**src/rtl/mem_ctrl.sv**
```systemverilog
// Byte-serial memory controller: arbitrates fetch and data requests onto an 8-bit RAM.
// Optional MEM_CTRL_RR_EN: alternating fetch/data priority after each completion.
module mem_ctrl (
   input  logic        clk,
   input  logic        rst,
   input  logic        if_req,
   input  logic [31:0] if_addr,
   output logic        if_rdy,
   output logic [31:0] if_data,
   input  logic        mm_req,
   input  logic        mm_we,
   input  logic [1:0]  mm_len,
   input  logic [31:0] mm_addr,
   input  logic [31:0] mm_wdata,
   output logic        mm_rdy,
   output logic [31:0] mm_rdata,
   output logic [31:0] ram_a,
   output logic        ram_wr,
   output logic [7:0]  ram_dout,
   input  logic [7:0]  ram_din,
   output logic        stl_mm
);

   typedef enum logic [1:0] {
      IDLE    = 2'd0,
      IF_BUSY = 2'd1,
      MM_BUSY = 2'd2
   } state_e;

   state_e      state_q, state_d;
   logic [2:0]  cnt_q;
   logic [2:0]  len_q;
   logic        we_q;
   logic [31:0] addr_q;
   logic [31:0] wdata_q;
   logic [31:0] buf_q;
   logic        if_rdy_q, mm_rdy_q;
   logic [31:0] if_data_q, mm_rdata_q;

   logic        busy, byte_act, last, rd_cap;
   logic        grant_if, grant_mm;
   logic [2:0]  mm_n;
   logic [1:0]  rd_idx;
   logic [31:0] asm_word;

`ifdef MEM_CTRL_RR_EN
   logic        prio_q;
`endif

   assign busy     = (state_q != IDLE);
   assign byte_act = busy && (cnt_q < len_q);
   assign last     = busy && (we_q ? (cnt_q == len_q - 3'd1)
                                   : (cnt_q == len_q));
   // Read data lags its address by one cycle, so byte cnt-1 arrives now
   assign rd_cap   = busy && !we_q && (cnt_q != 3'd0);
   assign rd_idx   = cnt_q[1:0] - 2'd1;
   assign mm_n     = (mm_len == 2'b00) ? 3'd1 :
                     (mm_len == 2'b01) ? 3'd2 : 3'd4;

   // Arbitration is suppressed while a rdy pulse is out, forcing an idle gap
   always_comb begin
      grant_if = 1'b0;
      grant_mm = 1'b0;
      if (state_q == IDLE && !if_rdy_q && !mm_rdy_q) begin
`ifdef MEM_CTRL_RR_EN
         grant_if = if_req && (!mm_req || prio_q);
`else
         grant_if = if_req && !mm_req;
`endif
         grant_mm = mm_req && !grant_if;
      end
   end

   // Assemble the word including the byte arriving this cycle
   always_comb begin
      asm_word = buf_q;
      if (rd_cap) asm_word[{rd_idx, 3'b000} +: 8] = ram_din;
   end

   // State register
   always_ff @(posedge clk) begin
      if (rst) state_q <= IDLE;
      else     state_q <= state_d;
   end

   // Next-state logic
   always_comb begin
      state_d = state_q;
      unique case (state_q)
         IDLE: begin
            if (grant_mm)      state_d = MM_BUSY;
            else if (grant_if) state_d = IF_BUSY;
         end
         IF_BUSY, MM_BUSY: begin
            if (last) state_d = IDLE;
         end
         default: state_d = IDLE;
      endcase
   end

   // RAM-side outputs, zero outside active byte cycles
   always_comb begin
      ram_a    = 32'd0;
      ram_wr   = 1'b0;
      ram_dout = 8'd0;
      if (byte_act) begin
         ram_a  = addr_q + {29'd0, cnt_q};
         ram_wr = we_q;
         if (we_q) ram_dout = wdata_q[{cnt_q[1:0], 3'b000} +: 8];
      end
   end

   assign if_rdy   = if_rdy_q;
   assign mm_rdy   = mm_rdy_q;
   assign if_data  = if_data_q;
   assign mm_rdata = mm_rdata_q;
   assign stl_mm   = mm_req & ~mm_rdy_q;

   // Transaction datapath: latch on grant, step bytes, publish on completion
   always_ff @(posedge clk) begin
      if (rst) begin
         cnt_q      <= 3'd0;
         len_q      <= 3'd0;
         we_q       <= 1'b0;
         addr_q     <= 32'd0;
         wdata_q    <= 32'd0;
         buf_q      <= 32'd0;
         if_rdy_q   <= 1'b0;
         mm_rdy_q   <= 1'b0;
         if_data_q  <= 32'd0;
         mm_rdata_q <= 32'd0;
      end else begin
         if_rdy_q <= 1'b0;
         mm_rdy_q <= 1'b0;
         if (state_q == IDLE) begin
            cnt_q <= 3'd0;
            buf_q <= 32'd0;
            if (grant_mm) begin
               len_q   <= mm_n;
               we_q    <= mm_we;
               addr_q  <= mm_addr;
               wdata_q <= mm_wdata;
            end else if (grant_if) begin
               len_q   <= 3'd4;
               we_q    <= 1'b0;
               addr_q  <= if_addr;
               wdata_q <= 32'd0;
            end
         end else begin
            cnt_q <= cnt_q + 3'd1;
            if (rd_cap) buf_q <= asm_word;
            if (last) begin
               if (state_q == IF_BUSY) begin
                  if_rdy_q  <= 1'b1;
                  if_data_q <= asm_word;
               end else begin
                  mm_rdy_q <= 1'b1;
                  if (!we_q) mm_rdata_q <= asm_word;
               end
            end
         end
      end
   end

`ifdef MEM_CTRL_RR_EN
   // Priority flips toward fetch after data completes, back after fetch
   always_ff @(posedge clk) begin
      if (rst) begin
         prio_q <= 1'b0;
      end else if (last) begin
         prio_q <= (state_q == MM_BUSY);
      end
   end
`endif

endmodule

```
**config.mk**
```make
export PLATFORM = sky130hd
export DESIGN_NAME = mem_ctrl
export DESIGN_NICKNAME = d
export VERILOG_FILES = /design/src/rtl/mem_ctrl.sv
export SDC_FILE = /design/constraint.sdc
export NUM_CORES = 1
export LEC_CHECK = 0
export ABC_AREA = 1
export BUFFER_PORTS_ARGS = -buffer_cell sky130_fd_sc_hd__buf_4
export CELL_PAD_IN_SITES_DETAIL_PLACEMENT = 1
export CELL_PAD_IN_SITES_GLOBAL_PLACEMENT = 1
export CORE_ASPECT_RATIO = 0.5
export CORE_MARGIN = 8
export CORE_UTILIZATION = 40
export CTS_BUF_LIST = sky130_fd_sc_hd__clkbuf_16
export DETAILED_ROUTE_END_ITERATION = 6
export HOLD_SLACK_MARGIN = 0.1
export PLACE_DENSITY_LB_ADDON = 0.12
export SETUP_SLACK_MARGIN = 0.02
export SYNTH_ARGS = -nofsm -noshare
export SYNTH_HDL_FRONTEND = slang
export SYNTH_SLANG_ARGS = --single-unit
```
**constraint.sdc**
```tcl
create_clock -name clk -period 5.16 [get_ports clk]
set_input_delay 1.032 -clock clk [delete_from_list [all_inputs] [get_ports clk]]
set_output_delay 1.032 -clock clk [all_outputs]
set_load 0.005 [all_outputs]
```
==> flow_metrics.tcl, run 1 <==
set metrics [dict create \
    outcome "finished, final reports clean" \
    drv_slew 0 \
    holdBufCountCts 0 \
    p_int_mw 2.78 \
    tightest_slew_ns 1.24 \
    grt_pass1_wl_mm 46.8 \
    portBuffers 218 \
    final_antenna_net_count 0 \
    die_y_um 116 \
    cts_setup_buffers 0 \
    rsz0062_at_grt "no" \
    multi_input_area_um2 3920 \
    drtIter0Drc 358 \
    grt_max_degree 83 \
    synth_top_area_share_pct 42.8 \
    period_needed_ns 4.53 \
    power_frac_comb_pct 34.2 \
    wl_per_cell_um 18.9 \
    root_buffer "clkbuf_16" \
    grt_pass1_vias 8746 \
    antennaDiodeCount 0 \
    nets 1457 \
    yosysTopAreaCell "dfxtp_1" \
    worstSetupEndpointType "output port" \
    slew_headroom_pct 17.3 \
    async_flop_share_pct 0 \
    synth_seq_cells 171 \
    ys_warn_count 0 \
    endpoint "ram_dout[1]" \
    cts_tree "yes" \
    seq_area_frac_synth_pct 42.8 \
    synth_edf_count 0 \
    wl_mm 30.4 \
    antenna_found_initial 0 \
    cts_buffers 17 \
    r2r_end "if_data[28]" \
    rr_startpoint "cnt_q[0]" \
    vias 8494 \
    clkTransAtPathRegs_ns 0.07 \
    pwr-share-clk_pct 27.0 \
    ios 219 \
    core_region_area_um2 19500 \
    critPathKind "register to output port" \
    ys_types 34 \
    power_density_nw_per_um2 456 \
    startpoint "cnt_q[0]" \
    p_seq_share_pct 38.8 \
    avgSynthCellArea_um2 6.94 \
    fillers 2549 \
    ff2ff_setup_slack_ns 1.71 \
    ff2ff_path_depth 12 \
    ys.flop_type "dfxtp_1" \
    worstPathArrival_ns 3.50 \
    clk_latency_ns 0.44 \
    cp-start-kind "register" \
    period_share_pct 87.8 \
    hold_viol_final 0 \
    synth_area_leaders "dfxtp_1, nand2_1, a21oi_1" \
    post_cts_resized 0 \
    syn_to_final_growth_pct 28.5 \
    clk_path_buf_depth 2 \
    path_max_fanout 38 \
    overflow 0 \
    power.total_mw 4.68 \
    vias_per_cell 5.28 \
    die_area_um2 25000 \
    routabilityCongestion 0.936 \
    maxCapViolCount 0 \
    ir_drop_v 0.000233 \
    syn_area_um2 7990 \
    hold_class "register to register" \
    leakage_nw 4.22 \
    drt-pass1-iter-count 4 \
    cts.sinks 171 \
    register_area_um2 3420 \
    h-tree-depth 4 \
    synth_most_common_cell "nand2_1" \
    p_sw_share_pct 40.6 \
    required_ns 4.13 \
    die_x_um 216 \
    drive_gt1_share_pct 20.3 \
    syn-num-nets 1278 \
    hpwl_mm 22.5 \
    start_util_pct 41.0 \
    setup_viol 0 \
    hp-start "mm_rdata[0]" \
    p_switching_mw 1.90 \
    synth_commonest_cells "nand2_1, dfxtp_1, a21oi_1" \
    syn-instance-count 1151 \
    finalSetupTns_ns 0 \
    core.rowCount 36 \
    drc 0 \
    fmax_mhz 221 \
    finalClockSkew_ns 0.0125 \
    track_usage_pct 23.4 \
]
==> how the worst min path moves through the flow <==
stage,to,cells after the start
final,mm_rdata[0],2
after global routing,mm_rdata[0],2
after CTS,mm_rdata[24],2
after detailed placement,mm_rdata[29],2
after global placement,mm_rdata[5],2
after floorplan,wdata_q[31],2
==> logic make-up after synthesis <==
group,after synthesis,share of synthesized area (%)
AO/OA/AOI/OAI,300,19.6
XOR/XNOR,12,1.32
adder cells (fa/ha/maj),16,2.60
buffers and inverters,159,8.22
flip-flops,171,42.8
AND/OR/NAND/NOR,493,25.5
==> cell type report <==
cell class | count | share of cell area (%)
Clock buffer | 17 | 4.14
Clock inverter | 15 | 1.34
Inverter | 96 | 3.53
Multi-Input combinational cell | 821 | 38.1
Sequential cell | 171 | 33.3
Tap cell | 266 | 3.24
Timing Repair Buffer | 223 | 16.3
==> layer usage <==
layer  wire (um)  vias to the layer above  global-route usage [%]
met1       13700                     4155                    29.0
met2       14600                      171                    40.5
li1            -                     4124                       -
met4         559                        0                    7.66
met5           0                        -                       0
met3        1510                       44                    4.95
==> per-stage QoR <==
| stage | cells | util [%] | cell area [um2] | hold slack, ns | setup slack [ns] |
|---|---|---|---|---|---|
| 6_report | 1609 | 52.7 | 10300 | 0.457 | 0.629 |
| 3_5_place_dp | 1577 | 49.8 | 9710 | 0.443 | 1.12 |
| 5_1_grt | 1609 | 52.7 | 10300 | 0.479 | 0.376 |
| 3_3_place_gp | 1577 | 49.8 | 9710 | 0.437 | 1.25 |
| 4_1_cts | 1609 | 52.7 | 10300 | 0.461 | 0.640 |
| 2_1_floorplan | 1151 | - | 7990 | 0.437 | 1.97 |
==> flip-flops by register name, indices dropped and copies added (netlist names), 2 cells and up <==
register	cells
addr_q	32
if_data	32
wdata_q	32
cnt_q	3
state_q	2
buf_q	32
mm_rdata	32
len_q	3
==> cells in the final DEF, fill, tap and decap left out, drive strengths merged <==
cell type and count:
a211oi 1, nand3b 1, bufinv 1, o22ai 32
clkinv 5, dfxtp 171, nand4 16, ha 15
buf 223, inv 104, fa 1, or2 10
a21oi 169, o21ai 97, nor2 142, xor2 9
xnor2 3, clkinvlp 1, nor3 29, a31oi 1
clkbuf 17, nand2 273, nor4 1, nand3 21
==> power groups by stage <==
| stage | Sequential, mW | Clock (mW) | Combinational [mW] |
|---|---|---|---|
| floorplan | 1.76 | 0 | 1.04 |
| global placement | 1.83 | 0 | 1.54 |
| detailed placement | 1.83 | 0 | 1.60 |
| CTS | 1.81 | 1.28 | 1.61 |
| global route | 1.84 | 1.34 | 1.79 |
| finish | 1.81 | 1.26 | 1.60 |
==> critical path, stage by stage, from the launching register on <==
cell,delay [ns]
dfxtp_1,0.34
buf_4,0.36
inv_1,0.46
ha_1,0.37
nor2_1,0.14
nor4_2,0.06
buf_4,0.20
inv_1,0.50
nor2_1,0.15
inv_1,0.24
a21oi_1,0.09
buf_4,0.15
No activity file was read; power rests on OpenSTA's default activity.
==> inputs of run 2 (changes only) <==
- PLACE_DENSITY: default -> 0.95
- PLACE_DENSITY_LB_ADDON: 0.12 -> default
==> run 2 against run 1 <==
Against the previous run: setup slack lost 0.085 ns; critical path type unchanged; first-iteration DRC count is 70% higher; largest cell class unchanged; sequential share of layout area barely moved; sequential power barely moved; utilization is essentially flat; die area did not move; combinational power barely moved.
==> flow_metrics.tcl, run 2 (synthesis results as in run 1) <==
set metrics [dict create \
    wl_mm 30.7 \
    required_ns 4.13 \
    hold-worst-slack_ns 0.454 \
    p_int_mw 2.75 \
    ir_drop_v 0.000247 \
    holdBufCountCts 0 \
    drt-pass1-iter-count 5 \
    die_area_um2 25000 \
    layout_common_cells "nand2_1, buf_4, dfxtp_1, a21oi_1, nor2_1" \
    nets 1456 \
    cp-start-kind "register" \
    cts_buffers 17 \
    hpwl_mm 22.0 \
    p_seq_share_pct 38.5 \
    start_util_pct 41.0 \
    grt_pass1_wl_mm 47.7 \
    grt_max_degree 83 \
    path_max_fanout 38 \
    vias 8571 \
    die_x_um 216 \
    p_switching_mw 1.94 \
    wl_per_cell_um 19.1 \
    antennaDiodeCount 0 \
    overflow 0 \
    die_y_um 116 \
    cts.sinks 171 \
    tightest_slew_ns 1.29 \
    clk_latency_ns 0.44 \
    finalClockSkew_ns 0.0157 \
    leakage_nw 4.22 \
    grt_pass1_vias 8931 \
    clk_path_buf_depth 2 \
    routabilityCongestion 0.943 \
    outcome "finished, final reports clean" \
    power_frac_comb_pct 34.3 \
    drc 0 \
    finalSetupTns_ns 0 \
    track_usage_pct 23.6 \
    final_common_cell "nand2_1" \
    post_cts_resized 0 \
    h-tree-depth 4 \
    maxCapViolCount 0 \
    root_buffer "clkbuf_16" \
    worstSetupEndpointType "output port" \
    period_share_pct 89.4 \
    vias_per_cell 5.33 \
    power.total_mw 4.69 \
    setup_viol 0 \
    pwr-share-clk_pct 27.2 \
    p_sw_share_pct 41.4 \
    worstPathArrival_ns 3.58 \
    cts_setup_buffers 0 \
    portBuffers 218 \
    cts_tree "yes" \
    hold_viol_final 0 \
    period_needed_ns 4.62 \
    antenna_found_initial 0 \
    hold_class "register to register" \
    fmax_mhz 217 \
    core_region_area_um2 19500 \
    drtIter0Drc 608 \
    syn_to_final_growth_pct 28.5 \
    drv_slew 0 \
    final_antenna_net_count 0 \
    critPathKind "register to output port" \
    slew_headroom_pct 13.7 \
    final_util_pct 52.7 \
    clkTransAtPathRegs_ns 0.07 \
    drive_gt1_share_pct 20.4 \
    ios 219 \
    rsz0062_at_grt "no" \
    power_density_nw_per_um2 457 \
    core.rowCount 36 \
]
## run 2: cell types whose count changed in the layout (fill, tap and decap cells not counted)
cell,delta
clkinv_1,-1
clkinvlp_4,-1
inv_1,-1
bufinv_16,-1
clkinv_8,+2
inv_8,+2
buf_4,-1
## run 2: layer usage
metal	vias up	track usage (%)	wire, um
met5	-	0	0
met4	0	7.71	700
met3	61	5.21	1490
met2	242	41.7	15000
met1	4144	28.6	13500
li1	4124	-	-
## run 2: power by group through the flow
stage | Sequential, mW | Combinational (mW) | Clock (mW)
2_1_floorplan | 1.76 | 1.04 | 0
3_3_place_gp | 1.82 | 1.51 | 0
3_5_place_dp | 1.83 | 1.58 | 0
4_1_cts | 1.80 | 1.61 | 1.29
5_1_grt | 1.84 | 1.78 | 1.35
6_report | 1.81 | 1.61 | 1.28
## run 2: path summary, 6_finish.rpt
path         cells after the start         start      endpoint  slack (ns)
min reg2reg                      2  mm_rdata[29]  mm_rdata[29]        0.45
max reg2reg                      8      cnt_q[0]  mm_rdata[29]        1.57
min                              2  mm_rdata[29]  mm_rdata[29]        0.45
max                             11      cnt_q[0]   ram_dout[5]        0.54
## run 2: cell type report
type | count | area, um2
fill | 2518 | 9230
inverter | 96 | 363
sequential | 171 | 3420
multi-input combinational | 821 | 3920
timing repair buffer | 222 | 1670
clock buffer | 17 | 425
tap | 266 | 333
clock inverter | 15 | 148
## run 2: worst max-delay path, cell delays in order, from the launching register on
cell and delay [ns]:
dfxtp_1 0.34, buf_4 0.38, inv_1 0.51, ha_1 0.38, nor2_1 0.12, nor4_2 0.05
buf_4 0.20, inv_1 0.54, nor2_1 0.13, inv_1 0.23, a21oi_1 0.09, buf_4 0.16
## run 2: through the flow
| step | cell area [um2] | instances | setup slack, ns |
|---|---|---|---|
| finish | 10300 | 1608 | 0.545 |
| global placement | 9700 | 1576 | 1.26 |
| CTS | 10300 | 1608 | 0.587 |
| detailed placement | 9700 | 1576 | 1.09 |
| floorplan | 7990 | 1151 | 1.97 |
| global route | 10300 | 1608 | 0.272 |
